**src/rtl/pia_dsp_sched.sv**
```systemverilog
// Buffers PIA display characters in a FIFO and replays them to the terminal over rdy/ack, tracking the cursor column.
// out_rdy rises the cycle after in_ack; a full FIFO withholds in_ack. Optional auto line wrap under `DSP_AUTOWRAP_EN.
module pia_dsp_sched #(
   parameter int DEPTH = 16,
   parameter int AW    = 4,
   parameter int COLS  = 40
) (
   input  logic          clk,
   input  logic          reset,
   input  logic          in_rdy,
   input  logic [6:0]    in_data,
   output logic          in_ack,
   output logic          out_rdy,
   output logic [6:0]    out_data,
   input  logic          out_ack,
   output logic [AW:0]   fifo_level,
   output logic [5:0]    col,
   output logic          busy
);

   typedef enum logic [1:0] {S_IDLE, S_SEND, S_GAP} state_t;

   localparam logic [6:0]  CHAR_CR = 7'h0D;
   localparam logic [AW:0] FULL    = (AW+1)'(DEPTH);
   localparam logic [5:0]  COL_MAX = 6'(COLS);

   logic [6:0]    mem [DEPTH];
   logic [AW-1:0] wr_ptr;
   logic [AW-1:0] rd_ptr;
   logic          armed;
   logic          ins_cr;
   state_t        state;
   logic          push;
   logic          pop;
   logic [6:0]    head;

   function automatic logic printable(input logic [6:0] c);
      return (c >= 7'h20) && (c <= 7'h7E);
   endfunction

   assign head = mem[rd_ptr];
   // Space is judged on the registered level only, so a same-cycle pop never makes room for a push.
   assign push = in_rdy && armed && (fifo_level < FULL);
   assign pop  = (state == S_SEND) && out_ack && !ins_cr;
   assign busy = (fifo_level != '0) | out_rdy;

   always_ff @(posedge clk) begin
      if (push) begin
         mem[wr_ptr] <= in_data;
      end
   end

   always_ff @(posedge clk) begin
      if (reset) begin
         wr_ptr     <= '0;
         rd_ptr     <= '0;
         fifo_level <= '0;
         armed      <= 1'b1;
         in_ack     <= 1'b0;
         state      <= S_IDLE;
         out_rdy    <= 1'b0;
         out_data   <= '0;
         col        <= '0;
         ins_cr     <= 1'b0;
      end else begin
         in_ack <= push;

         if (push) begin
            wr_ptr <= wr_ptr + 1'b1;
            armed  <= 1'b0;
         end else if (!in_rdy) begin
            armed  <= 1'b1;
         end

         if (pop) begin
            rd_ptr <= rd_ptr + 1'b1;
         end

         if (push && !pop) begin
            fifo_level <= fifo_level + 1'b1;
         end else if (!push && pop) begin
            fifo_level <= fifo_level - 1'b1;
         end

         case (state)
            S_IDLE: begin
               if (fifo_level != '0) begin
`ifdef DSP_AUTOWRAP_EN
                  // A printable head at the right margin is preceded by a CR; the head stays queued.
                  if ((col == COL_MAX) && printable(head)) begin
                     out_data <= CHAR_CR;
                     ins_cr   <= 1'b1;
                  end else begin
                     out_data <= head;
                     ins_cr   <= 1'b0;
                  end
`else
                  out_data <= head;
                  ins_cr   <= 1'b0;
`endif
                  out_rdy <= 1'b1;
                  state   <= S_SEND;
               end
            end
            S_SEND: begin
               if (out_ack) begin
                  out_rdy <= 1'b0;
                  state   <= S_GAP;
                  if (out_data == CHAR_CR) begin
                     col <= '0;
                  end else if (printable(out_data) && (col < COL_MAX)) begin
                     col <= col + 1'b1;
                  end
               end
            end
            S_GAP: begin
               state <= S_IDLE;
            end
            default: begin
               state <= S_IDLE;
            end
         endcase
      end
   end

endmodule
```
**config.mk**
```make
export PLATFORM = sky130hd
export DESIGN_NAME = pia_dsp_sched
export DESIGN_NICKNAME = d
export VERILOG_FILES = /design/src/rtl/pia_dsp_sched.sv
export SDC_FILE = /design/constraint.sdc
export NUM_CORES = 1
export LEC_CHECK = 0
export CELL_PAD_IN_SITES_DETAIL_PLACEMENT = 0
export CELL_PAD_IN_SITES_GLOBAL_PLACEMENT = 2
export CORE_MARGIN = 4
export CORE_UTILIZATION = 40
export DETAILED_ROUTE_END_ITERATION = 8
export PLACE_DENSITY_LB_ADDON = 0.08
export SYNTH_ARGS = -nofsm -noshare
export SYNTH_HDL_FRONTEND = slang
export SYNTH_SLANG_ARGS = --single-unit
export TNS_END_PERCENT = 100
```
**constraint.sdc**
```tcl
create_clock -name clk -period 2.9 [get_ports clk]
set_clock_uncertainty 0.2 [all_clocks]
set_input_delay 0.58 -clock clk [delete_from_list [all_inputs] [get_ports clk]]
set_output_delay 0.58 -clock clk [all_outputs]
set_load 0.02 [all_outputs]
```
==> impl_metrics.yaml <==
timing:
  clock.fmax_mhz: 361
  slew_headroom: 0.617
  rsz0062_at_grt: "no"
  finalCriticalPeriod_ns: 2.77
  worst_slew_pin_slew_ns: 0.573
  timing.final.crit_share: 0.955
  whs_ns: 0.280
  setup_viol: 0
  hold_viol: 0
  slew_violations: 0
clock_network:
  htree_num_levels: 4
  root_buffer: "clkbuf_16"
  cts_setup_buffers: 0
  cts_tree: "done"
  clk_pin_slew_ns: 0.06
  clock-sinks: 143
  numCtsBuffers: 17
  cts_hold_buf: 0
  post_cts_resized: 1
  clock_latency_ns: 0.42
  clk_path_buf_depth: 2
status:
  outcome: "complete, no violations"
floorplan:
  coreArea_um2: 14500
  fp.dieW_um: 129
  dieHeight_um: 129
  fp-row-count: 44
  die-area_um2: 16700
  initial_utilization: 0.406
  pin_count: 32
setup_path:
  cp.arrival_ns: 1.99
  crit_family: "simple AND/OR/NAND/NOR gates"
  worstSetupEndpointType: "output port"
  startpoint: "fifo_level[1]"
  required_ns: 2.12
  cp_slowest_cell: "or4_4"
  critPathKind: "reg -> out"
  cp-start-kind: "flop"
  reg2reg_from: "state[1]"
  path_cells: "or4_4 > or3_1 > dlygate4sd2_1"
  crit_fanout: 5
  worst-path-buf-inv: 1
  slowest_delay_ns: 0.58
cells_and_area:
  drive_above_1_share: 0.210
  fin_nets: 451
  final_cell_area_um2: 7180
  final_core_util: 0.496
  num_antenna_cells: 0
  syn_to_final_growth_pct: 22.1
  final_cells: 626
detailed_routing:
  totalWireLength_um: 12200
  dr.pass1.iters: 5
  via_per_inst: 5.26
  num_vias: 3292
  drc: 0
  post_drt_wl_per_cell_um: 19.6
  antenna_left: 0
  drtIter0Drc: 173
synth:
  synth-seq-cells: 143
  synthCells: 360
  async_flop_share: 0
  synth_cell_types: 50
  ys_seq_area_frac: 0.677
  avgSynthCellArea_um2: 16.3
  synth_flop_cell: "edfxtp_1"
  synth_area_um2: 5880
  synth_edf_count: 112
  yosys_warnings: 0
  synth_nets: 382
placed_design:
  io_buffers: 31
  place.gp.congestion: 0.729
  dp_hpwl_um: 7900
  dp_cells: 594
  placed_area_um2: 6610
job:
  maxCapViolations: 0
grt:
  antenna_found_initial: 0
  grt_overflow: 0
  grt_max_degree: 31
  grt_pass1_vias: 3305
  grt_pass1_wl_um: 19000
  grt_usage: 0.159
  busiest_layer: "met2"
  grt_use_met3: 0.0458
  grt_use_met1: 0.197
  met2_usage: 0.266
min_path:
  min_path_type: "reg -> reg"
  min-delay-start: "armed"
power:
  p_leak_nw: 2.46
  power_mw: 5.91
  p_per_area_nw_per_um2: 822
  ir_worst_vdd_uv: 487
-- worst paths after layout --
kind	to	slack (ns)	cells past startpoint
setup reg to reg	fifo_level[4]	0.40	9
setup / recovery	busy	0.13	3
hold reg to reg	armed	0.28	2
hold / removal	armed	0.28	2
-- cell usage in the layout, fill, tap and decap left out, types with 10 or more instances in the layout --
master           count
ha_1                10
edfxtp_1           112
buf_4               35
clkbuf_16           17
mux4_1              12
clkdlybuf4s50_1     30
mux4_2              16
nand2_1             18
nor2_1              38
dfxtp_1             31
-- cells in the mapped netlist (2+ instances only) --
cell / instances / area share
o21a_1: 3 / 0.0038
nor3_1: 5 / 0.0043
o21ai_0: 3 / 0.0026
buf_2: 5 / 0.0043
nor4_1: 2 / 0.0021
mux2_2: 6 / 0.011
mux2i_1: 9 / 0.015
a31oi_1: 5 / 0.0053
xor2_1: 6 / 0.0089
mux4_1: 12 / 0.054
a311oi_1: 2 / 0.0030
clkbuf_1: 8 / 0.0051
nor2_1: 38 / 0.024
nand4_1: 3 / 0.0032
dfxtp_1: 31 / 0.11
a21o_1: 3 / 0.0038
and3_1: 2 / 0.0021
a21oi_1: 9 / 0.0077
a211oi_1: 2 / 0.0026
xnor2_1: 3 / 0.0045
inv_1: 8 / 0.0051
mux4_2: 16 / 0.061
nand2b_1: 4 / 0.0043
edfxtp_1: 112 / 0.57
nand2_1: 18 / 0.011
a221o_1: 6 / 0.010
and3b_1: 2 / 0.0030
ha_1: 10 / 0.021
nand3_1: 6 / 0.0051
-- sequential cells by signal, summed over array words and instances, names as in the netlist --
register    cells
mem           112
out_data        7
state           2
col             6
rd_ptr          4
fifo_level      5
armed           1
wr_ptr          4
in_ack          1
out_rdy         1
-- metrics by stage --
| stage | setup TNS [ns] | setup slack (ns) |
|---|---|---|
| floorplan | 0 | 0.0613 |
| finish | 0 | 0.130 |
| global route | 0 | 0.0381 |
| detailed placement | -0.261 | -0.261 |
| CTS | 0 | 0.0893 |
| global placement | -0.270 | -0.270 |
-- worst register-to-register path, delay by kind of cell, from the launching register on --
| family | cells | cell delay, ns |
|---|---|---|
| AO/OA/AOI/OAI | 2 | 0.35 |
| adder cells (fa/ha/maj) | 2 | 0.55 |
| buffers and inverters | 2 | 0.16 |
| flip-flops | 1 | 0.37 |
| multiplexers | 2 | 0.55 |
| AND/OR/NAND/NOR | 1 | 0.21 |
-- power breakdown --
group | switching, mW | total (mW) | internal (mW)
Sequential | 0.128 | 2.49 | 2.36
Clock | 0.923 | 2.14 | 1.22
Combinational | 0.659 | 1.28 | 0.625
-- metal layers --
metal  vias up  wire, um  share of wire
li1       1560         -              -
met1      1665      5340           0.44
met2        55      6340           0.52
met3        12       394          0.032
met4         0       169          0.014
met5         -         0              0
-- final cells by class --
class	count	area, um2
clock inverter	14	149
sequential	143	3980
fill	1223	7290
multi-input combinational	191	1770
clock buffer	18	429
tap	184	230
timing repair buffer	67	592
inverter	9	33.8
-- kinds of logic (layout without fill, tap and decap cells) --
logic type                 Yosys count  in the layout  synth area share
xor gates and xnor gates             9              9            0.0134
and+or+nand+nor                     88             88            0.0708
muxes                               43             43             0.142
adders and majority gates           11             11            0.0247
DFF                                143            143             0.677
AOI/OAI and AO/OA                   40             40            0.0498
buffers and inverters               26            108            0.0223
(Power assumes the default switching activity.)
